==> config.mk <==
export PLATFORM = sky130hd
export DESIGN_NAME = io_uart_tx_responder
export DESIGN_NICKNAME = d
export VERILOG_FILES = /design/src/rtl/io_uart_tx_responder_pkg.sv /design/src/rtl/io_uart_tx_responder_fifo.sv /design/src/rtl/io_uart_tx_responder.sv
export SDC_FILE = /design/constraint.sdc
export NUM_CORES = 1
export LEC_CHECK = 0
export BUFFER_PORTS_ARGS = -buffer_cell sky130_fd_sc_hd__clkbuf_2
export CAP_MARGIN = 30
export CELL_PAD_IN_SITES_DETAIL_PLACEMENT = 0
export CELL_PAD_IN_SITES_GLOBAL_PLACEMENT = 2
export CORE_ASPECT_RATIO = 1.1
export CORE_UTILIZATION = 40
export DETAILED_ROUTE_END_ITERATION = 12
export PLACE_DENSITY = 0.87
export SLEW_MARGIN = 10
export SYNTH_ARGS = -nofsm -noshare
export SYNTH_HDL_FRONTEND = slang
export SYNTH_SLANG_ARGS = --single-unit
export TNS_END_PERCENT = 50
==> constraint.sdc <==
create_clock -name clk -period 5.8 [get_ports clk]
set_input_delay 1.16 -clock clk [delete_from_list [all_inputs] [get_ports clk]]
set_output_delay 1.16 -clock clk [all_outputs]
set_load 0.005 [all_outputs]
==> src/rtl/io_uart_tx_responder_pkg.sv <==
// Shared constants for the IO UART transmit responder: register map,
// STATUS bit layout, TX FSM encoding and the baud divider clamp.
package io_uart_tx_responder_pkg;

  localparam int IO_SEL_BIT = 22;

  localparam logic [2:0] OFF_DATA     = 3'd0;
  localparam logic [2:0] OFF_STATUS   = 3'd1;
  localparam logic [2:0] OFF_BAUD_DIV = 3'd2;

  localparam int ST_BUSY      = 0;
  localparam int ST_FULL      = 1;
  localparam int ST_EMPTY     = 2;
  localparam int ST_COUNT_LSB = 4;
  localparam int ST_DROP_LSB  = 8;

  typedef enum logic [1:0] {
    TX_IDLE  = 2'd0,
    TX_START = 2'd1,
    TX_DATA  = 2'd2,
    TX_STOP  = 2'd3
  } tx_state_e;

  // A divider of zero would stall the bit timer, so it behaves as one.
  function automatic logic [15:0] clamp_div(input logic [15:0] d);
    return (d == 16'd0) ? 16'd1 : d;
  endfunction

endpackage

==> src/rtl/io_uart_tx_responder_fifo.sv <==
// Byte FIFO for the UART transmitter; dout shows the head entry so a pop
// consumes it in the same cycle.
module io_tx_fifo #(
  parameter int DEPTH = 8,
  parameter int AW    = $clog2(DEPTH)
) (
  input  logic          clk,
  input  logic          resetn,
  input  logic          push,
  input  logic          pop,
  input  logic [7:0]    din,
  output logic [7:0]    dout,
  output logic [AW:0]   count,
  output logic          full,
  output logic          empty
);

  logic [7:0]  mem [DEPTH];
  logic [AW:0] wptr;
  logic [AW:0] rptr;
  logic        push_ok;
  logic        pop_ok;

  assign count   = wptr - rptr;
  assign full    = (count == (AW+1)'(DEPTH));
  assign empty   = (count == '0);
  assign push_ok = push & ~full;
  assign pop_ok  = pop & ~empty;
  assign dout    = mem[rptr[AW-1:0]];

  always_ff @(posedge clk) begin
    if (!resetn) begin
      wptr <= '0;
      rptr <= '0;
    end else begin
      if (push_ok) wptr <= wptr + (AW+1)'(1'b1);
      if (pop_ok)  rptr <= rptr + (AW+1)'(1'b1);
    end
  end

  always_ff @(posedge clk) begin
    if (resetn && push_ok) mem[wptr[AW-1:0]] <= din;
  end

endmodule

==> src/rtl/io_uart_tx_responder.sv <==
// Memory-mapped IO responder: DATA/STATUS/BAUD_DIV register page feeding a
// byte FIFO that is serialised as 8N1 frames on uart_tx.
module io_uart_tx_responder #(
  parameter int          FIFO_DEPTH  = 8,
  parameter logic [15:0] DEFAULT_DIV = 16'd217,
  parameter int          IO_SEL_BIT  = io_uart_tx_responder_pkg::IO_SEL_BIT
) (
  input  logic        clk,
  input  logic        resetn,
  input  logic [31:0] io_addr,
  input  logic [31:0] io_wdata,
  input  logic        io_wr,
  output logic [31:0] io_rdata,
  output logic        uart_tx,
  output logic        tx_idle
);

  import io_uart_tx_responder_pkg::*;

  localparam int AW = $clog2(FIFO_DEPTH);

  logic [2:0]  off;
  logic        wr_sel;
  logic        wr_data;
  logic        wr_status;
  logic        wr_div;
  logic [7:0]  fifo_dout;
  logic [AW:0] fifo_count;
  logic        fifo_full;
  logic        fifo_empty;
  logic        push_ok;
  logic        at_boundary;
  logic        pop;
  logic        baud_done;
  logic [15:0] reload;
  logic [3:0]  count4;
  logic        unused_bits;

  tx_state_e   state;
  logic [7:0]  sh;
  logic [2:0]  bit_idx;
  logic [15:0] baud_cnt;
  logic [15:0] div;
  logic [7:0]  drop_cnt;

  assign off         = io_addr[4:2];
  assign wr_sel      = io_wr & io_addr[IO_SEL_BIT];
  assign wr_data     = wr_sel & (off == OFF_DATA);
  assign wr_status   = wr_sel & (off == OFF_STATUS);
  assign wr_div      = wr_sel & (off == OFF_BAUD_DIV);
  assign push_ok     = wr_data & ~fifo_full;
  assign baud_done   = (baud_cnt == 16'd0);
  assign reload      = div - 16'd1;
  assign at_boundary = (state == TX_IDLE) || ((state == TX_STOP) && baud_done);
  assign pop         = at_boundary & ~fifo_empty;
  assign count4      = 4'(fifo_count);
  assign unused_bits = ^io_addr ^ ^io_wdata;

  io_tx_fifo #(.DEPTH(FIFO_DEPTH)) u_fifo (
    .clk    (clk),
    .resetn (resetn),
    .push   (wr_data),
    .pop    (pop),
    .din    (io_wdata[7:0]),
    .dout   (fifo_dout),
    .count  (fifo_count),
    .full   (fifo_full),
    .empty  (fifo_empty)
  );

  // Loads have no strobe, so read data is a pure decode of address and state.
  always_comb begin
    io_rdata = 32'd0;
    case (off)
      OFF_STATUS: begin
        io_rdata[ST_BUSY]              = (state != TX_IDLE);
        io_rdata[ST_FULL]              = fifo_full;
        io_rdata[ST_EMPTY]             = fifo_empty;
        io_rdata[ST_COUNT_LSB +: 4]    = count4;
        io_rdata[ST_DROP_LSB +: 8]     = drop_cnt;
      end
      OFF_BAUD_DIV: io_rdata[15:0] = div;
      default:      io_rdata = 32'd0;
    endcase
  end

  always_ff @(posedge clk) begin
    if (!resetn) begin
      div      <= clamp_div(DEFAULT_DIV);
      drop_cnt <= 8'd0;
    end else begin
      if (wr_div) div <= clamp_div(io_wdata[15:0]);
      if (wr_status) begin
        drop_cnt <= 8'd0;
      end else if (wr_data && fifo_full && (drop_cnt != 8'hFF)) begin
        drop_cnt <= drop_cnt + 8'd1;
      end
    end
  end

  // tx_idle looks ahead one edge so it rises together with the return to IDLE.
  always_ff @(posedge clk) begin
    if (!resetn) begin
      state    <= TX_IDLE;
      sh       <= 8'd0;
      bit_idx  <= 3'd0;
      baud_cnt <= 16'd0;
      uart_tx  <= 1'b1;
      tx_idle  <= 1'b1;
    end else begin
      tx_idle <= at_boundary & fifo_empty & ~push_ok;
      case (state)
        TX_IDLE: begin
          uart_tx <= 1'b1;
          if (!fifo_empty) begin
            sh       <= fifo_dout;
            baud_cnt <= reload;
            state    <= TX_START;
            uart_tx  <= 1'b0;
          end
        end
        TX_START: begin
          if (baud_done) begin
            state    <= TX_DATA;
            bit_idx  <= 3'd0;
            uart_tx  <= sh[0];
            baud_cnt <= reload;
          end else begin
            baud_cnt <= baud_cnt - 16'd1;
          end
        end
        TX_DATA: begin
          if (!baud_done) begin
            baud_cnt <= baud_cnt - 16'd1;
          end else if (bit_idx == 3'd7) begin
            state    <= TX_STOP;
            uart_tx  <= 1'b1;
            baud_cnt <= reload;
          end else begin
            sh       <= {1'b0, sh[7:1]};
            bit_idx  <= bit_idx + 3'd1;
            uart_tx  <= sh[1];
            baud_cnt <= reload;
          end
        end
        TX_STOP: begin
          if (!baud_done) begin
            baud_cnt <= baud_cnt - 16'd1;
          end else if (!fifo_empty) begin
            sh       <= fifo_dout;
            baud_cnt <= reload;
            state    <= TX_START;
            uart_tx  <= 1'b0;
          end else begin
            state    <= TX_IDLE;
            uart_tx  <= 1'b1;
          end
        end
        default: begin
          state   <= TX_IDLE;
          uart_tx <= 1'b1;
        end
      endcase
    end
  end

endmodule
==> reports/qor.csv, run 1 <==
metric,value,unit
Max Clk Rate,210,MHz
layout cells sized above 1,0.160,
placed cell area,0.00714,sq mm
initial drt markers,317,
"FF+latch count, synth",130,
Core ar.,0.0164,sq mm
GR Util met2,0.353,
Multi-input gate area,0.00323,sq mm
FF/Latch Area,0.00324,sq mm
Comb power frac,0.403,
Clk pwr share,0.280,
final WL,17000,um
grt met3 use,0.0395,
switching part of the total,0.384,
hold-fix buffers at CTS,0,
MaxCap Viol Count,0,
clk slew on worst S/H paths,0.06,ns
routability cong.,0.827,
Post-synth ARST share,0,
Switch Pwr,0.00141,W
first-pass GRT wire length,27300,um
fin worst setup slack,1.03,ns
crit-path max cell delay,0.78,ns
H-tree lvl count,4,
clock tree sinks,130,
fillers,1506,
CTS Buf Count,17,
CTS tree,yes,
met1 Use GR,0.252,
Synth Instances,644,
ANT cells,0,
vias,5238,
total power,0.00366,W
initial core utilization,0.411,
DR pass1 iterations,9,
"antenna viol nets, final",0,
HPWL Detailed,11900,um
VDD IR max,0.000255,V
max-slew violations,0,
port bufs,40,
min-delay worst type,reg -> reg,
"Arr. time, crit path",3.61,ns
total die area,0.0173,sq mm
Placement Setup Slack,1.47,ns
register area share after synthesis,0.482,
Post-Route Setup TNS,0,ns
Synth Warn #,0,
worst-path fanout max,17,
"Top FF cell, synth",dfxtp_1,
top cell family by delay on the critical path,simple AND/OR/NAND/NOR gates,
kind of critical path,reg -> out,
Area Overhead vs Synth,14.5,%
largest net degree at the start of global routing,36,
RSZ-0062 raised after global routing,false,
Clock Path Buffers,2,
Worst setup SP type,flip-flop,
sequential share of power,0.318,
Nets,770,
GR peak layer,met2,
crit path cell chain,"inv_1, ha_1, inv_1, fa_1, or3b_1, or3_1, o21ai_0, clkbuf_2",
die width,126,um
Slew headroom,0.353,
Fin. Hold Viols,0,
power density over cell area,475,mW/mm^2
total track usage,0.205,
vias in the first global route,5133,
CP max-delay cell,or3_1,
Tcrit/Tclk final,0.823,
CP bufs+invs,3,
Lkg Pwr,2.74,nW
Synth top area share,0.286,
via-per-instance ratio,5.80,
# resized after CTS,0,
syn_area_per_cell,10.4,sq um
final setup vio count,0,
antenna violations before repair,0,
"area leader, netlist",edfxtp_1,
Area contributors post-synth,"edfxtp_1, dfxtp_1, mux4_2",
Final Cell Area,0.00770,sq mm
failing checks,DRC,
crit path time final,4.77,ns
placed insts,872,
CTS root buf,clkbuf_16,
CP Data Required Time,4.64,ns
Critical Path Most Common Cell,inv_1,
total grt overflow,0,
I/O pins,101,
status,"finished, violations left",
Post-synth EDFFs,64,
"count leader, synth",nand2_1,
Cell Int Power,0.00225,W
Non-Filler Instances,903,
Die Ht,138,um
Residual DRC,2,
Clock Latency Late Sink,0.42,ns
postcts setup bufs,0,
std cell rows,49,
Slew @ Worst Pin,0.961,ns
per-cell routed wire length,18.8,um
Clock Skews,0.00600,ns
Synth top cells by count,"nand2_1, dfxtp_1, edfxtp_1",
CP endpoint kind,primary output,
Cell variety after synth,65,
Netlist Area Pre-Place,0.00673,sq mm
-- registers in the layout, summed over array words and instances (netlist names), named ones only --
name and count:
baud_cnt 16, bit_idx 3, div 16, drop_cnt 8
sh 8, state 2, tx_idle 1, u_fifo.mem 64
u_fifo.rptr 4, u_fifo.wptr 4, uart_tx 1
-- path summary, 6_finish.rpt --
check	from	to	slack [ns]	depth (start not counted)
max	u_fifo.wptr[0]	io_rdata[2]	1.03	8
min	sh[5]	sh[5]	0.46	2
max reg2reg	u_fifo.wptr[0]	state[0]	2.37	8
min reg2reg	sh[5]	sh[5]	0.46	2
-- through the flow --
step	utilization	hold slack (ns)
floorplan	-	0.435
global placement	0.434	0.442
detailed placement	0.436	0.450
CTS	0.470	0.458
global route	0.470	0.485
finish	0.470	0.456
-- cell families after synthesis --
family | after synthesis | synth area share
flip-flops | 130 | 0.482
XOR/XNOR | 27 | 0.0352
adder cells (fa/ha/maj) | 16 | 0.0309
AND/OR/NAND/NOR | 220 | 0.165
buffers and inverters | 65 | 0.0463
other | 1 | 0.000558
AO/OA/AOI/OAI | 140 | 0.143
multiplexers | 45 | 0.0973
-- worst reg2reg max path: stages, from the launching register on --
cell and delay (ns):
dfxtp_1 0.44, inv_1 0.14, ha_1 0.22, inv_1 0.07, fa_1 0.43, or3b_1 0.57, or3_1 0.79, a2111oi_0 0.55
nor3b_1 0.09
-- per-layer routing --
metal	wire [um]	vias up
met5	0	-
met2	8580	145
met1	7430	2588
met4	231	0
met3	775	18
li1	-	2487
-- layout make-up --
type	count	area share
Clock buffer	17	0.0552
Clock inverter	14	0.0171
Inverter	18	0.00877
Multi-Input combinational cell	464	0.420
Sequential cell	130	0.421
Tap cell	204	0.0331
Timing Repair Buffer	56	0.0447
-- layout by cell type (no fill, tap or decap), types with 17 or more instances in the layout --
| master | count |
|---|---|
| o21ai_0 | 24 |
| nor3_1 | 23 |
| mux2i_1 | 26 |
| clkbuf_2 | 40 |
| xnor2_1 | 23 |
| clkbuf_16 | 17 |
| nor2_1 | 30 |
| dfxtp_1 | 66 |
| edfxtp_1 | 64 |
| nand3_1 | 23 |
| a21oi_1 | 35 |
| nand2_1 | 77 |
-- power groups by stage --
stage               Clock, W  Sequential, W  Combinational, W
finish               0.00102        0.00116           0.00147
floorplan                  0        0.00113           0.00117
global route         0.00107        0.00118           0.00162
global placement           0        0.00119           0.00139
detailed placement         0        0.00118           0.00146
CTS                  0.00103        0.00116           0.00147
Power figures use the tool's default switching activity.
==> run 2, diff against run 1 <==
- CORE_UTILIZATION: 40 -> 33
- PLACE_DENSITY: 0.87 -> 0.77
- clock period: 5.8 -> 3.9 ns (I/O delays scaled with it)
==> run 2 against run 1 <==
Compared with the run above: the run still ends with DRC left; total power up 56%; largest power group unchanged; critical path depth unchanged; first-iteration DRC count down 18%; setup slack worse by 0.86 ns; design area up 2.3%; largest cell class unchanged; via count down 1.6%; combinational power up 54%; sequential power up 48%; non-clock buffer count up 7; global-route usage down 2.8 points.
==> reports/qor.csv, run 2 (synthesis gave the netlist of run 1 again) <==
metric,value,unit
status,"finished, violations left",
failing checks,DRC,
Slew @ Worst Pin,0.973,ns
H-tree lvl count,4,
Residual DRC,4,
total die area,0.0210,sq mm
Reg2Reg Setup Slack,0.74,ns
Post-Route Setup TNS,0,ns
Max Clk Rate,268,MHz
Worst setup SP type,flip-flop,
kind of critical path,reg -> out,
vias,5152,
fillers,1941,
"antenna viol nets, final",0,
vias in the first global route,5052,
"commonest non-fill, non-tap cell in the layout",nand2_1,
most frequent cells in the layout,"nand2_1, dfxtp_1, edfxtp_1",
CTS Buf Count,17,
initial drt markers,260,
Worst Hold Launch,sh[4],
VDD IR max,0.000293,V
wire length on met2,8400,um
total grt overflow,0,
final WL,17500,um
Tcrit/Tclk final,0.956,
Clock Latency Late Sink,0.43,ns
CP Data Required Time,3.12,ns
max-slew violations,0,
final core occ,0.395,
DR pass1 iterations,8,
Nets,777,
met3 WL,649,um
clk slew on worst S/H paths,0.06,ns
total track usage,0.177,
Core ar.,0.0199,sq mm
Die Ht,152,um
clock tree sinks,130,
HPWL Detailed,12400,um
crit path time final,3.73,ns
routability cong.,0.814,
layout cells sized above 1,0.171,
max layer used,met4,
I/O pins,101,
CTS tree,yes,
CTS root buf,clkbuf_16,
Lkg Pwr,2.81,nW
"Arr. time, crit path",2.95,ns
die width,138,um
hold-fix buffers at CTS,0,
Clock Skews,0.00943,ns
MaxCap Viol Count,0,
first-pass GRT wire length,27800,um
Clock Path Buffers,2,
antenna violations before repair,0,
CP endpoint kind,primary output,
power density over cell area,723,mW/mm^2
std cell rows,54,
final setup vio count,0,
per-cell routed wire length,18.2,um
initial core utilization,0.337,
largest net degree at the start of global routing,30,
Crit Reg-Reg Startpoint,u_fifo.wptr[0],
total power,0.00570,W
RSZ-0062 raised after global routing,false,
M1 WL,8040,um
min-delay worst type,reg -> reg,
Area Overhead vs Synth,17.1,%
Fin. Hold Viols,0,
max reg flops,64,
critical path startpoint,u_fifo.wptr[0],
worst-path fanout max,12,
via-per-instance ratio,5.37,
Slew headroom,0.346,
port bufs,40,
ANT cells,0,
## run 2: changes by cell type in the layout (fill, tap and decap cells not counted)
| cell | change |
|---|---|
| buf_4 | +7 |
| clkinv_2 | -3 |
| bufinv_16 | +2 |
| clkinvlp_4 | -2 |
| inv_8 | +2 |
| buf_2 | +1 |
| buf_6 | -1 |
| clkinv_1 | +1 |
| clkinv_4 | +1 |
| o21ai_0 | -1 |
| o21ai_2 | +1 |
| or3b_1 | -1 |
| or3b_4 | +1 |
## run 2: final cells by class
class | instances | area [sq um] | share of cell area
Clock buffer | 17 | 425 | 0.0540
Clock inverter | 15 | 196 | 0.0249
Inverter | 18 | 67.6 | 0.00858
Multi-Input combinational cell | 464 | 3240 | 0.411
Sequential cell | 130 | 3240 | 0.412
Tap cell | 252 | 315 | 0.0400
Timing Repair Buffer | 63 | 390 | 0.0496
## run 2: worst paths after layout
kind                  to  cells past startpoint
max          io_rdata[2]                      8
min                sh[4]                      2
max reg2reg     state[0]                      9
min reg2reg        sh[4]                      2
## run 2: power by group
group	total [W]	switching, W	leakage (nW)	internal [W]
Sequential	0.00172	0.000162	1.11	0.00156
Clock	0.00170	0.000675	0.302	0.00103
Combinational	0.00227	0.00130	1.39	0.000972
## run 2: repair_timing
item                                   CTS  global route
endpoints found under the hold margin    0             0
setup buffers                            0             0
resized for setup                        2             1
setup endpoints to repair                1             1
## run 2: stage by stage
stage          setup slack [ns]  hold slack (ns)  instance area, sq um  cells
5_1_grt                0.000916            0.485                  7880    959
3_5_place_dp              0.346            0.452                  7220    926
3_3_place_gp              0.346            0.441                  7220    925
6_report                  0.170            0.464                  7880    959
2_1_floorplan             0.647            0.435                  6780    659
4_1_cts                  0.0845            0.465                  7850    958
## run 2: worst max-delay path, cell delays in order, from the launching register on
cell and delay (ns):
dfxtp_1 0.44, inv_1 0.12, ha_1 0.22, inv_1 0.07, fa_1 0.43, or3b_4 0.49, or3_1 0.43, o21ai_2 0.18
clkbuf_2 0.14
## run 2: layer usage
layer,GRT usage,vias to the layer above
met5,0,-
met4,0.0719,0
met3,0.0402,23
met2,0.300,99
met1,0.219,2518
li1,-,2512
==> run 3, diff against run 2 <==
- SYNTH_HIERARCHICAL: not set -> 1
==> run 3 against run 2 <==
Compared with the run above: the run now ends clean; critical path depth rose by 1; die area increased by 2.2%; via count is 0.31% higher; global-route usage down 1.2 points; critical endpoint unchanged; critical path type unchanged.
==> reports/qor.csv, run 3 <==
metric,value,unit
status,"complete, no violations",
power density over cell area,504,mW/mm^2
"commonest non-fill, non-tap cell in the layout",nand2_1,
clock tree sinks,130,
FF/Latch Area,0.00324,sq mm
Adder-Cell Fraction of Synth Area,0.0338,
mux contribution to synthesized area,0.0933,
CP endpoint kind,primary output,
Clock Latency Late Sink,0.43,ns
Fin. Hold Viols,0,
Clock Skews,0.0160,ns
Post-Route Setup TNS,0,ns
vias in the first global route,5066,
CTS Buf Count,17,
die width,140,um
Die Ht,153,um
RSZ-0062 raised after global routing,false,
"FF+latch count, synth",130,
H-tree lvl count,4,
via-per-instance ratio,5.31,
compound-cell area share of the yosys netlist,0.141,
ANT cells,0,
largest family of logic cells by synthesized area,simple AND/OR/NAND/NOR gates,
worst-path fanout max,8,
VDD IR max,0.000383,V
"Arr. time, crit path",2.93,ns
initial core utilization,0.335,
Synth Instances,668,
DR pass1 iterations,5,
min-delay worst type,reg -> reg,
Max Clk Rate,269,MHz
Clock Path Buffers,2,
std cell rows,55,
CP max-delay cell,dfxtp_1,
crit-path max cell delay,0.46,ns
I/O pins,101,
HPWL Detailed,12400,um
CTS root buf,clkbuf_16,
crit path cell chain,"inv_1, ha_1, inv_1, fa_1, or3_4, nor2_1, inv_1, o21ai_1, clkbuf_2",
initial drt markers,224,
Cell variety after synth,67,
syn_area_per_cell,10.3,sq um
MaxCap Viol Count,0,
layout cells sized above 1,0.173,
Residual DRC,0,
Post-synth EDFFs,64,
Post-synth ARST share,0,
final WL,16900,um
fillers,2026,
vias,5168,
register area share after synthesis,0.472,
Synth Warn #,6,
Multi-input gate area,0.00335,sq mm
Tcrit/Tclk final,0.952,
Core ar.,0.0205,sq mm
routability cong.,0.837,
total power,0.00396,W
fraction of synthesized cell area in xor and xnor cells,0.0369,
Critical Path Most Common Cell,inv_1,
"antenna viol nets, final",0,
Synth top cells by count,"nand2_1, dfxtp_1, edfxtp_1",
Area Overhead vs Synth,14.3,%
per-cell routed wire length,17.4,um
Slew headroom,0.463,
crit path time final,3.71,ns
max-slew violations,0,
first-pass GRT wire length,27200,um
Worst setup SP type,flip-flop,
total die area,0.0214,sq mm
total grt overflow,0,
clk slew on worst S/H paths,0.07,ns
simple-gate share of the synthesized area,0.172,
"count leader, synth",nand2_1,
CTS tree,yes,
antenna violations before repair,0,
total track usage,0.165,
"Top FF cell, synth",dfxtp_1,
largest net degree at the start of global routing,37,
max reg flops,64,
Nets,790,
Slew @ Worst Pin,0.805,ns
Netlist Area Pre-Place,0.00688,sq mm
Area contributors post-synth,"edfxtp_1, dfxtp_1, mux4_2",
CP Data Required Time,3.12,ns
final setup vio count,0,
"area leader, netlist",edfxtp_1,
hold-fix buffers at CTS,0,
Synth top area share,0.279,
Lkg Pwr,2.78,nW
kind of critical path,reg -> out,
most frequent cells in the layout,"nand2_1, dfxtp_1, edfxtp_1",
Reg2Reg Setup Slack,0.71,ns
port bufs,40,
run 3: cell count changes after synthesis, sizes merged, moves of 9 or more:
cell | before | now
nor2 | 30 | 49
xor2 | 4 | 16
and2 | 2 | 11
xnor2 | 23 | 13
run 3: worst paths after layout:
| check | start | to | depth (start not counted) |
|---|---|---|---|
| max reg2reg | u_fifo/wptr[0] | sh[7] | 11 |
| min reg2reg | sh[0] | sh[0] | 2 |
| min | sh[0] | sh[0] | 2 |
| max | u_fifo/wptr[0] | io_rdata[2] | 9 |
run 3: power by group:
part	leakage (nW)	switching, W	internal, W	total (W)
clock	0.275	0.000667	0.000843	0.00151
combinational	1.39	0.000590	0.000344	0.000934
sequential	1.11	0.0000452	0.00147	0.00152
run 3: logic make-up after synthesis:
group,Yosys count
and+or+nand+nor,234
other,1
buffers and inverters,72
adders and majority gates,18
DFF,130
muxes,43
AOI/OAI and AO/OA,141
xor gates and xnor gates,29
run 3: what timing repair did:
action                                  CTS  global route
hold endpoints to repair                  0             0
gates resized for setup                   0             2
endpoints found under the setup margin    0             2
buffers inserted                          0             0
run 3: final cells by class:
class | count | share of cell area
clock buffer | 17 | 0.0541
clock inverter | 15 | 0.0175
inverter | 22 | 0.0105
multi-input combinational | 481 | 0.426
sequential | 130 | 0.412
tap | 256 | 0.0407
timing repair buffer | 53 | 0.0385
run 3: through the flow:
step | cells | worst slack [ns] | hold slack [ns] | cell area [sq um] | util
after floorplan | 683 | 0.698 | 0.449 | 6930 | -
after global placement | 940 | 0.482 | 0.458 | 7270 | 0.355
after detailed placement | 942 | 0.485 | 0.466 | 7290 | 0.356
after CTS | 974 | 0.00451 | 0.475 | 7860 | 0.383
after global routing | 974 | 0.00445 | 0.496 | 7860 | 0.383
final | 974 | 0.188 | 0.473 | 7860 | 0.383
run 3: per-layer routing:
| layer | GRT usage | vias up | wire length [um] |
|---|---|---|---|
| met5 | 0 | - | 0 |
| met4 | 0.0602 | 0 | 328 |
| met3 | 0.0298 | 21 | 423 |
| met2 | 0.284 | 88 | 8560 |
| met1 | 0.206 | 2536 | 7620 |
| li1 | - | 2523 | - |
run 3: worst max-delay path: cells and delay by family (launching register included):
| kind | cells | cell delay, ns |
|---|---|---|
| AO/OA/AOI/OAI | 1 | 0.26 |
| adder cells (fa/ha/maj) | 2 | 0.68 |
| buffers and inverters | 4 | 0.47 |
| flip-flops | 1 | 0.46 |
| AND/OR/NAND/NOR | 2 | 0.64 |
